File: config.mk
export PLATFORM = sky130hd
export DESIGN_NAME = rename_map_flat
export DESIGN_NICKNAME = d
export VERILOG_FILES = /design/src/rtl/rename_map_if.sv /design/src/rtl/rename_map.sv /design/src/flat_wrapper.sv
export SDC_FILE = /design/constraint.sdc
export NUM_CORES = 2
export LEC_CHECK = 0
export BUFFER_PORTS_ARGS = -buffer_cell sky130_fd_sc_hd__buf_2
export CAP_MARGIN = 5
export CORE_ASPECT_RATIO = 1.5
export CORE_MARGIN = 2
export CORE_UTILIZATION = 29
export DETAILED_ROUTE_END_ITERATION = 7
export SLEW_MARGIN = 30
export SYNTH_ARGS = -nofsm -noshare
export SYNTH_HDL_FRONTEND = slang
export SYNTH_SLANG_ARGS = --single-unit
File: constraint.sdc
create_clock -name clk -period 6.26 [get_ports clk]
set_input_delay 0.626 -clock clk [delete_from_list [all_inputs] [get_ports clk]]
set_output_delay 0.626 -clock clk [all_outputs]
set_load 0.02 [all_outputs]
File: src/rtl/rename_map_if.sv
// rename_map_if: rename, rename-output and commit channels of the register rename map.
interface rename_map_if #(
    parameter int LA = 5,
    parameter int PA = 7
);
    logic          in_valid;
    logic          in_ready;
    logic [LA-1:0] in_rs1;
    logic [LA-1:0] in_rs2;
    logic [LA-1:0] in_rd;
    logic          in_rs1_valid;
    logic          in_rs2_valid;
    logic          in_rd_valid;
    logic          out_valid;
    logic          out_ready;
    logic [PA-1:0] out_prs1;
    logic [PA-1:0] out_prs2;
    logic [PA-1:0] out_prd;
    logic [PA-1:0] out_prd_old;
    logic          out_prd_valid;
    logic          commit_valid;
    logic          commit_rd_valid;
    logic [LA-1:0] commit_rd;
    logic [PA-1:0] commit_prd;
    logic [PA-1:0] commit_prd_old;

    modport slave (
        input  in_valid, in_rs1, in_rs2, in_rd, in_rs1_valid, in_rs2_valid, in_rd_valid,
        output in_ready,
        output out_valid, out_prs1, out_prs2, out_prd, out_prd_old, out_prd_valid,
        input  out_ready,
        input  commit_valid, commit_rd_valid, commit_rd, commit_prd, commit_prd_old
    );

    modport master (
        output in_valid, in_rs1, in_rs2, in_rd, in_rs1_valid, in_rs2_valid, in_rd_valid,
        input  in_ready,
        input  out_valid, out_prs1, out_prs2, out_prd, out_prd_old, out_prd_valid,
        output out_ready,
        output commit_valid, commit_rd_valid, commit_rd, commit_prd, commit_prd_old
    );
endinterface

File: src/rtl/rename_map.sv
// rename_map: speculative/committed register map with a circular free list of physical registers.
module rename_map #(
    parameter int LOG_RF_DEPTH = 32,
    parameter int PHY_RF_DEPTH = 128,
    localparam int LA = $clog2(LOG_RF_DEPTH),
    localparam int PA = $clog2(PHY_RF_DEPTH),
    localparam int FL_DEPTH = PHY_RF_DEPTH - LOG_RF_DEPTH,
    localparam int FA = $clog2(FL_DEPTH)
) (
    input  logic          clk,
    input  logic          rst,
    rename_map_if.slave   bus,
    input  logic          flush,
    output logic          busy_table_wr_en,
    output logic [PA-1:0] busy_table_wr_addr,
    output logic          busy_table_data_out,
    output logic [PA:0]   free_count
);
    localparam logic [PA:0] FULL = (PA+1)'(FL_DEPTH);

    logic [PA-1:0] map  [LOG_RF_DEPTH];
    logic [PA-1:0] cmap [LOG_RF_DEPTH];
    logic [PA-1:0] fl   [FL_DEPTH];
    logic [FA-1:0] head, tail, chead;
    logic [PA:0]   count;
    logic          accept, alloc, push_req, push;

    function automatic logic [FA-1:0] inc(input logic [FA-1:0] p);
        return p == FA'(FL_DEPTH - 1) ? '0 : p + 1'b1;
    endfunction

    assign bus.in_ready = rst && (!bus.out_valid || bus.out_ready) && count != '0 && !flush;
    assign accept = bus.in_valid && bus.in_ready;
    assign alloc = accept && bus.in_rd_valid && bus.in_rd != '0;
    assign push_req = bus.commit_valid && bus.commit_rd_valid && bus.commit_rd != '0;
    assign push = push_req && count != FULL;

    assign busy_table_wr_en = alloc;
    assign busy_table_wr_addr = fl[head];
    assign busy_table_data_out = 1'b1;
    assign free_count = count;

    always_ff @(posedge clk) begin
        if (!rst) begin
            for (int i = 0; i < LOG_RF_DEPTH; i++) begin
                map[i] <= PA'(i);
                cmap[i] <= PA'(i);
            end
            for (int k = 0; k < FL_DEPTH; k++) fl[k] <= PA'(LOG_RF_DEPTH + k);
            head <= '0;
            tail <= '0;
            chead <= '0;
            count <= FULL;
            bus.out_valid <= 1'b0;
            bus.out_prs1 <= '0;
            bus.out_prs2 <= '0;
            bus.out_prd <= '0;
            bus.out_prd_old <= '0;
            bus.out_prd_valid <= 1'b0;
        end else begin
            if (push) begin
                fl[tail] <= bus.commit_prd_old;
                tail <= inc(tail);
                chead <= inc(chead);
                cmap[bus.commit_rd] <= bus.commit_prd;
            end
            // Flush restores the committed view, including this cycle's commit.
            if (flush) begin
                for (int i = 0; i < LOG_RF_DEPTH; i++)
                    map[i] <= (push && bus.commit_rd == LA'(i)) ? bus.commit_prd : cmap[i];
                head <= push ? inc(chead) : chead;
                count <= FULL;
                bus.out_valid <= 1'b0;
            end else begin
                if (alloc) begin
                    map[bus.in_rd] <= fl[head];
                    head <= inc(head);
                end
                count <= count + {{PA{1'b0}}, push} - {{PA{1'b0}}, alloc};
                if (accept) begin
                    bus.out_valid <= 1'b1;
                    bus.out_prs1 <= bus.in_rs1_valid ? map[bus.in_rs1] : '0;
                    bus.out_prs2 <= bus.in_rs2_valid ? map[bus.in_rs2] : '0;
                    bus.out_prd <= alloc ? fl[head] : '0;
                    bus.out_prd_old <= alloc ? map[bus.in_rd] : '0;
                    bus.out_prd_valid <= alloc;
                end else if (bus.out_ready) begin
                    bus.out_valid <= 1'b0;
                end
            end
        end
    end

    always_ff @(posedge clk) begin
        if (rst) assert (!push_req || count != FULL);
    end
endmodule
File: src/flat_wrapper.sv
// flat-port wrapper written by rule: the top's interface ports become plain ports
module rename_map_flat 
#(
    parameter int LOG_RF_DEPTH = 32,
    parameter int PHY_RF_DEPTH = 128,
    localparam int LA = $clog2(LOG_RF_DEPTH),
    localparam int PA = $clog2(PHY_RF_DEPTH),
    localparam int FL_DEPTH = PHY_RF_DEPTH - LOG_RF_DEPTH,
    localparam int FA = $clog2(FL_DEPTH)
)
  (clk, rst, flush, busy_table_wr_en, busy_table_wr_addr, busy_table_data_out, free_count, bus_in_valid, bus_in_rs1, bus_in_rs2, bus_in_rd, bus_in_rs1_valid, bus_in_rs2_valid, bus_in_rd_valid, bus_in_ready, bus_out_valid, bus_out_prs1, bus_out_prs2, bus_out_prd, bus_out_prd_old, bus_out_prd_valid, bus_out_ready, bus_commit_valid, bus_commit_rd_valid, bus_commit_rd, bus_commit_prd, bus_commit_prd_old);
  rename_map_if bus_i ();
  input  logic clk;
  input  logic rst;
  input  logic flush;
  output logic busy_table_wr_en;
  output logic [PA-1:0] busy_table_wr_addr;
  output logic busy_table_data_out;
  output logic [PA:0] free_count;
  input wire logic [$bits(bus_i.in_valid)-1:0] bus_in_valid;
  input wire logic [$bits(bus_i.in_rs1)-1:0] bus_in_rs1;
  input wire logic [$bits(bus_i.in_rs2)-1:0] bus_in_rs2;
  input wire logic [$bits(bus_i.in_rd)-1:0] bus_in_rd;
  input wire logic [$bits(bus_i.in_rs1_valid)-1:0] bus_in_rs1_valid;
  input wire logic [$bits(bus_i.in_rs2_valid)-1:0] bus_in_rs2_valid;
  input wire logic [$bits(bus_i.in_rd_valid)-1:0] bus_in_rd_valid;
  output wire logic [$bits(bus_i.in_ready)-1:0] bus_in_ready;
  output wire logic [$bits(bus_i.out_valid)-1:0] bus_out_valid;
  output wire logic [$bits(bus_i.out_prs1)-1:0] bus_out_prs1;
  output wire logic [$bits(bus_i.out_prs2)-1:0] bus_out_prs2;
  output wire logic [$bits(bus_i.out_prd)-1:0] bus_out_prd;
  output wire logic [$bits(bus_i.out_prd_old)-1:0] bus_out_prd_old;
  output wire logic [$bits(bus_i.out_prd_valid)-1:0] bus_out_prd_valid;
  input wire logic [$bits(bus_i.out_ready)-1:0] bus_out_ready;
  input wire logic [$bits(bus_i.commit_valid)-1:0] bus_commit_valid;
  input wire logic [$bits(bus_i.commit_rd_valid)-1:0] bus_commit_rd_valid;
  input wire logic [$bits(bus_i.commit_rd)-1:0] bus_commit_rd;
  input wire logic [$bits(bus_i.commit_prd)-1:0] bus_commit_prd;
  input wire logic [$bits(bus_i.commit_prd_old)-1:0] bus_commit_prd_old;
  assign bus_i.in_valid = bus_in_valid;
  assign bus_i.in_rs1 = bus_in_rs1;
  assign bus_i.in_rs2 = bus_in_rs2;
  assign bus_i.in_rd = bus_in_rd;
  assign bus_i.in_rs1_valid = bus_in_rs1_valid;
  assign bus_i.in_rs2_valid = bus_in_rs2_valid;
  assign bus_i.in_rd_valid = bus_in_rd_valid;
  assign bus_in_ready = bus_i.in_ready;
  assign bus_out_valid = bus_i.out_valid;
  assign bus_out_prs1 = bus_i.out_prs1;
  assign bus_out_prs2 = bus_i.out_prs2;
  assign bus_out_prd = bus_i.out_prd;
  assign bus_out_prd_old = bus_i.out_prd_old;
  assign bus_out_prd_valid = bus_i.out_prd_valid;
  assign bus_i.out_ready = bus_out_ready;
  assign bus_i.commit_valid = bus_commit_valid;
  assign bus_i.commit_rd_valid = bus_commit_rd_valid;
  assign bus_i.commit_rd = bus_commit_rd;
  assign bus_i.commit_prd = bus_commit_prd;
  assign bus_i.commit_prd_old = bus_commit_prd_old;
  rename_map #(.LOG_RF_DEPTH(LOG_RF_DEPTH), .PHY_RF_DEPTH(PHY_RF_DEPTH)) u_core (.clk(clk), .rst(rst), .bus(bus_i), .flush(flush), .busy_table_wr_en(busy_table_wr_en), .busy_table_wr_addr(busy_table_wr_addr), .busy_table_data_out(busy_table_data_out), .free_count(free_count));
endmodule
# Yosys cells after proc, flatten, opt, wreduce, memory -nomap -nowiden
# Memory sizes are Yosys's and may differ from the RTL's. A register that Yosys moved wholly into a read port is not among the register bits.
# Index checks and enable logic that the tools add are counted.
[totals]
regBits = 59
ram_bits = 1120
wordCells = 240
memories = 3
[classes]
n_addsub = 5
eq_ne = 35
n_mux = 98
bitwise_logic = 34
reduce_logical = 55
[memory_table]
columns = ["memory", "words", "width", "rd", "rd_clocked_by_memory_dff", "write_ports", "line_no", "text"]
rows = [
  ["u_core.fl", 96, 7, 1, 1, 96, "rename_map.sv:23", "logic [PA-1:0] fl [FL_DEPTH];"],
  ["u_core.cmap", 32, 7, 32, 0, 32, "rename_map.sv:22", "logic [PA-1:0] cmap [LOG_RF_DEPTH];"],
  ["u_core.map", 32, 7, 3, 0, 32, "rename_map.sv:21", "logic [PA-1:0] map [LOG_RF_DEPTH];"],
]
[op_table]
columns = ["cell", "count"]
rows = [
  ["$mux 7", 80],
  ["$eq 5x5->1 const B", 16],
  ["$logic_and 1x1->1", 41],
  ["$eq 5x4->1 const B", 8],
  ["$or 1x1->1", 32],
  ["$add 7x1->7 const B", 3],
  ["$eq 7x7->1 const B", 3],
  ["$reduce_or 7->1", 3],
  ["$eq 5x3->1 const B", 4],
  ["$mux 1", 16],
  ["$eq 5x2->1 const B", 2],
  ["$mux 5", 2],
  ["$reduce_bool 5->1", 2],
  ["$add 8x1->8", 1],
  ["$ne 8x7->1 const B", 1],
  ["$reduce_bool 8->1", 1],
  ["$sub 8x1->8", 1],
  ["$eq 5x1->1 const B", 1],
  ["$logic_not 5->1", 1],
  ["$reduce_bool 2->1", 2],
  ["$logic_not 1->1", 2],
  ["$not 1->1", 2],
  ["$reduce_and 2->1", 1],
  ["$reduce_or 2->1", 1],
  ["$logic_or 1x1->1", 1],
]

# Longest topological paths before layout
[logic_depth]
word_depth = 14
ltp_mapped = 18
ltp_nobuf = 17

# Worst setup path before layout
# Ideal clock, no wire load.
[synth_path]
kind = "input port to flip-flop"
from = "input bus_in_rd[3]"
to = "register u_core.count[6] (netlist: u_core.free_count[6])"
setup_time_ns = 0.127
t_arrival_ns = 3.833
required_ns = 6.133
setup_slack_ns = 2.300
stages = 17
path_buffers = 2
path_cell_list = "buf_2 -> or2_2 -> clkbuf_1 -> o311ai_2 -> or2_1 -> clkinv_1 -> ha_1 -> inv_1 -> ha_1 -> fa_1 -> a21oi_1 -> o21bai_1 -> a21oi_1 -> nor2_1 -> nor2_1 -> xor2_1 -> nand2_1"
[synth_via]
elab_chain_cells = 3
[synth_lines]
columns = ["item", "line_no", "text"]
rows = [
  ["start: declaration", "flat_wrapper.sv:23", "input wire logic [$bits(bus_i.in_rd)-1:0] bus_in_rd;"],
  ["$reduce_bool 5->1", "rename_map.sv:34", "assign alloc = accept && bus.in_rd_valid && bus.in_rd != '0;"],
  ["$logic_and 1x1->1", "rename_map.sv:34", ""],
  ["net busy_table_wr_en", "flat_wrapper.sv:16", "output logic busy_table_wr_en;"],
  ["$sub 8x1->8", "rename_map.sv:79", "count <= count + {{PA{1'b0}}, push} - {{PA{1'b0}}, alloc};"],
  ["end signal: assignment", "rename_map.sv:79", ""],
  ["end: declaration", "rename_map.sv:25", "logic [PA:0] count;"],
]
# The timed path passes the listed nets, and every way through them passes these cells.
# A chain may end at the register's enable or synchronous reset.

==> impl_metrics.tcl <==
set metrics [dict create \
    cts_inserted_buffers 146 \
    reg2reg_to "u_core.map[17][2]$_DFFE_PP_" \
    remaining_drc_errors 0 \
    period_minus_slack_ps 5920 \
    clock-sinks 1410 \
    finalHoldViolCount 0 \
    power_density_nw_per_um2 279 \
    layout.nets 5379 \
    insertion_delay_ps 850 \
    synth_compound_area_share_pct 7.99 \
    finalMaxSlewViolations 0 \
    p_sw_share_pct 25.1 \
    drive_above_1_share_pct 19.1 \
    nFillCells 23600 \
    ir_drop_uv 303 \
    synth_area_leaders "edfxtp_1, mux4_2, mux2i_1, nor2_1, nand2_1" \
    num_rows 221 \
    grt_pass1_wl_um 378000 \
    netlist.area_leader.share_pct 57.3 \
    grt-ovfl-total 0 \
    cp.required_ps 5630 \
    postRouteAntennaNets 0 \
    cts_buffer_depth 3 \
    hold-worst-slack_ps 143 \
    crit_end "busy_table_wr_addr[5]" \
    grt_pass1_vias 49900 \
    synthCells 5368 \
    num_io_pins 92 \
    cts_tree "done" \
    dieArea_um2 247000 \
    period_share_pct 94.5 \
    relSlewSlack_pct 20.6 \
    dieWidth_um 406 \
    die_y_um 607 \
    syn_area_um2 70400 \
    grt_antenna_before_repair 6 \
    synth_cell_types 109 \
    htreeDepth 4 \
    root_buffer "clkbuf_16" \
    yosys_warnings 0 \
    cp.arrival_ps 5290 \
    dp_cells 8402 \
    multi_input_area_um2 26500 \
    seq_area_frac_synth_pct 59.2 \
    drt_wl_total_um 272000 \
    ys_ff_latch 1410 \
    post-dp-hpwl_um 189000 \
    max_freq_ghz 0.169 \
    async_reset_ff_share_pct 0 \
    p_int_w 0.0166 \
    r2r_slack_ps 1200 \
    initial_core_util_pct 29.2 \
    register_area_um2 41700 \
    cts_resized 0 \
    via_per_inst 5.78 \
    port_buffers 90 \
    reg2reg_depth 8 \
    yosys.area_share.simple_pct 12.2 \
    seq_power_share_pct 48.8 \
    clock_power_share_pct 41.5 \
    grt_use_total_pct 21.5 \
    synth_flop_cell "edfxtp_1" \
    synthMuxAreaShare_pct 16.6 \
    synth-xor-area-share_pct 0.162 \
    fin_util_pct 32.9 \
    power.leakage_nw 25.0 \
    post_cts.repair.setup_buffers 0 \
    yosys.area.top_type "edfxtp_1" \
    tightestPinTransition_ps 1180 \
    ctsHoldBuffers 0 \
    core-area_um2 241000 \
    synth_edf_count 1344 \
    layout.cells.non_filler 8678 \
    start_kind "flop" \
    grt_max_degree 123 \
    drtPass1Iterations 7 \
    path_max_fanout 52 \
    finalClockSkew_ps 45.1 \
    cts.reportedPaths.clkPinSlew_ps 60 \
    critPathKind "flop to output port" \
    switchingPower_w 0.00556 \
    syn_avg_cell_area_um2 13.1 \
    synthAdderAreaFrac_pct 0.313 \
    synth_top_family_by_area "multiplexers" \
    detail_route.wl_per_cell_um 31.4 \
    finalSetupTns_ps 0 \
    rsz0062_at_grt "no" \
    run_status "finished clean" \
    setup_viol 0 \
    max-cap-violations 0 \
    hold_class "input pin to flop" \
    end_kind "output port" \
    power_frac_comb_pct 9.7 \
    gp_congestion 1.02 \
    drt_iter0_drc 6809 \
    area_growth_pct 13.0 \
    vias 50200 \
]
==> worst max-delay path, stage by stage, from the launching register on <==
cell	delay, ps
dfxtp_4	940
buf_12	400
buf_4	300
mux2i_1	240
nand2_1	90
a32oi_1	680
nand4_1	300
o41ai_4	110
buf_4	340
a22o_2	600
inv_1	80
buf_2	180
==> cell type report <==
cell class | instances | share of cell area [%]
Clock buffer | 179 | 4.93
Inverter | 36 | 0.170
Antenna cell | 8 | 0.0252
Sequential cell | 1410 | 52.4
Tap cell | 3233 | 5.09
Timing Repair Buffer | 296 | 2.67
Multi-Input combinational cell | 3428 | 33.4
Clock inverter | 88 | 1.30
==> worst min-delay path by stage <==
stage                                                       from                                endpoint  slack (ps)  cells past startpoint
final                                              bus_out_ready       u_core.bus.out_valid$_SDFFE_PP0P_         140                      4
after detailed placement  u_core.bus.out_prd_old[5]$_SDFFE_PN0P_  u_core.bus.out_prd_old[5]$_SDFFE_PN0P_         440                      2
after global placement    u_core.bus.out_prd_old[5]$_SDFFE_PN0P_  u_core.bus.out_prd_old[5]$_SDFFE_PN0P_         440                      2
after global routing                               bus_out_ready       u_core.bus.out_valid$_SDFFE_PP0P_         150                      4
after floorplan                       u_core.chead[1]$_SDFF_PN0_              u_core.chead[1]$_SDFF_PN0_         470                      2
after CTS                                          bus_out_ready       u_core.bus.out_valid$_SDFFE_PP0P_         130                      4
==> layout by cell type (no fill, tap or decap), drive strengths merged, types with 71 or more instances in the layout <==
cell	n
edfxtp	1344
a21oi	96
buf	296
mux2i	332
a22oi	76
or3	210
nand2	589
o21ai	193
clkbuf	179
nor2	628
mux4	347
o22ai	140
and2	132
nand3	71
==> state kept, by name (all words and copies together), names as in the netlist, named ones only <==
signal / count
u_core.head: 7
u_core.fl: 896
u_core.tail: 7
u_core.bus.out_prd_valid: 1
u_core.bus.out_valid: 1
u_core.bus.out_prd_old: 7
u_core.bus.out_prs1: 7
u_core.free_count: 8
u_core.map: 224
u_core.bus.out_prd: 7
u_core.bus.out_prs2: 7
u_core.chead: 7
u_core.cmap: 224
==> through the flow <==
stage | power [W] | worst slack, ps | instance area [um2]
after detailed placement | 0.0131 | 1400 | 74500
after global routing | 0.0226 | 376 | 79500
after global placement | 0.0131 | 1320 | 74400
after floorplan | 0.0121 | 2300 | 70400
after CTS | 0.0222 | 560 | 79400
final | 0.0222 | 342 | 79500
==> cell usage after synthesis, types with 29 or more instances <==
library cell and instances:
a21oi_1 94, mux2_2 49, or3_1 210, nor2_1 625
a221oi_1 32, o22ai_1 139, buf_1 40, buf_6 32
nor3_1 56, mux4_2 346, and3_1 66, nand2_1 589
clkbuf_1 347, buf_2 49, buf_4 29, edfxtp_1 1344
mux2i_1 330, a22oi_1 75, inv_1 31, o221ai_1 35
dfxtp_1 66, o21ai_0 185, nand3_1 70, and2_1 131
==> power groups by stage <==
| stage | Combinational (W) | Clock [W] | Sequential [W] |
|---|---|---|---|
| 6_report | 0.00216 | 0.00919 | 0.0108 |
| 3_5_place_dp | 0.00210 | 0 | 0.0110 |
| 2_1_floorplan | 0.00120 | 0 | 0.0109 |
| 5_1_grt | 0.00219 | 0.00956 | 0.0108 |
| 4_1_cts | 0.00211 | 0.00925 | 0.0108 |
| 3_3_place_gp | 0.00209 | 0 | 0.0110 |
==> per-layer routing <==
layer,GRT usage (%),part of all wire [%]
met1,23.0,32
met2,36.3,49
met3,4.33,8.7
met4,18.1,9.8
met5,0,0.0081
==> logic make-up after synthesis <==
| group | count (synthesis) |
|---|---|
| AO/OA/AOI/OAI | 799 |
| XOR/XNOR | 13 |
| adder cells (fa/ha/maj) | 17 |
| buffers and inverters | 536 |
| flip-flops | 1410 |
| multiplexers | 728 |
| other | 2 |
| AND/OR/NAND/NOR | 1863 |
Power figures use the tool's default switching activity.
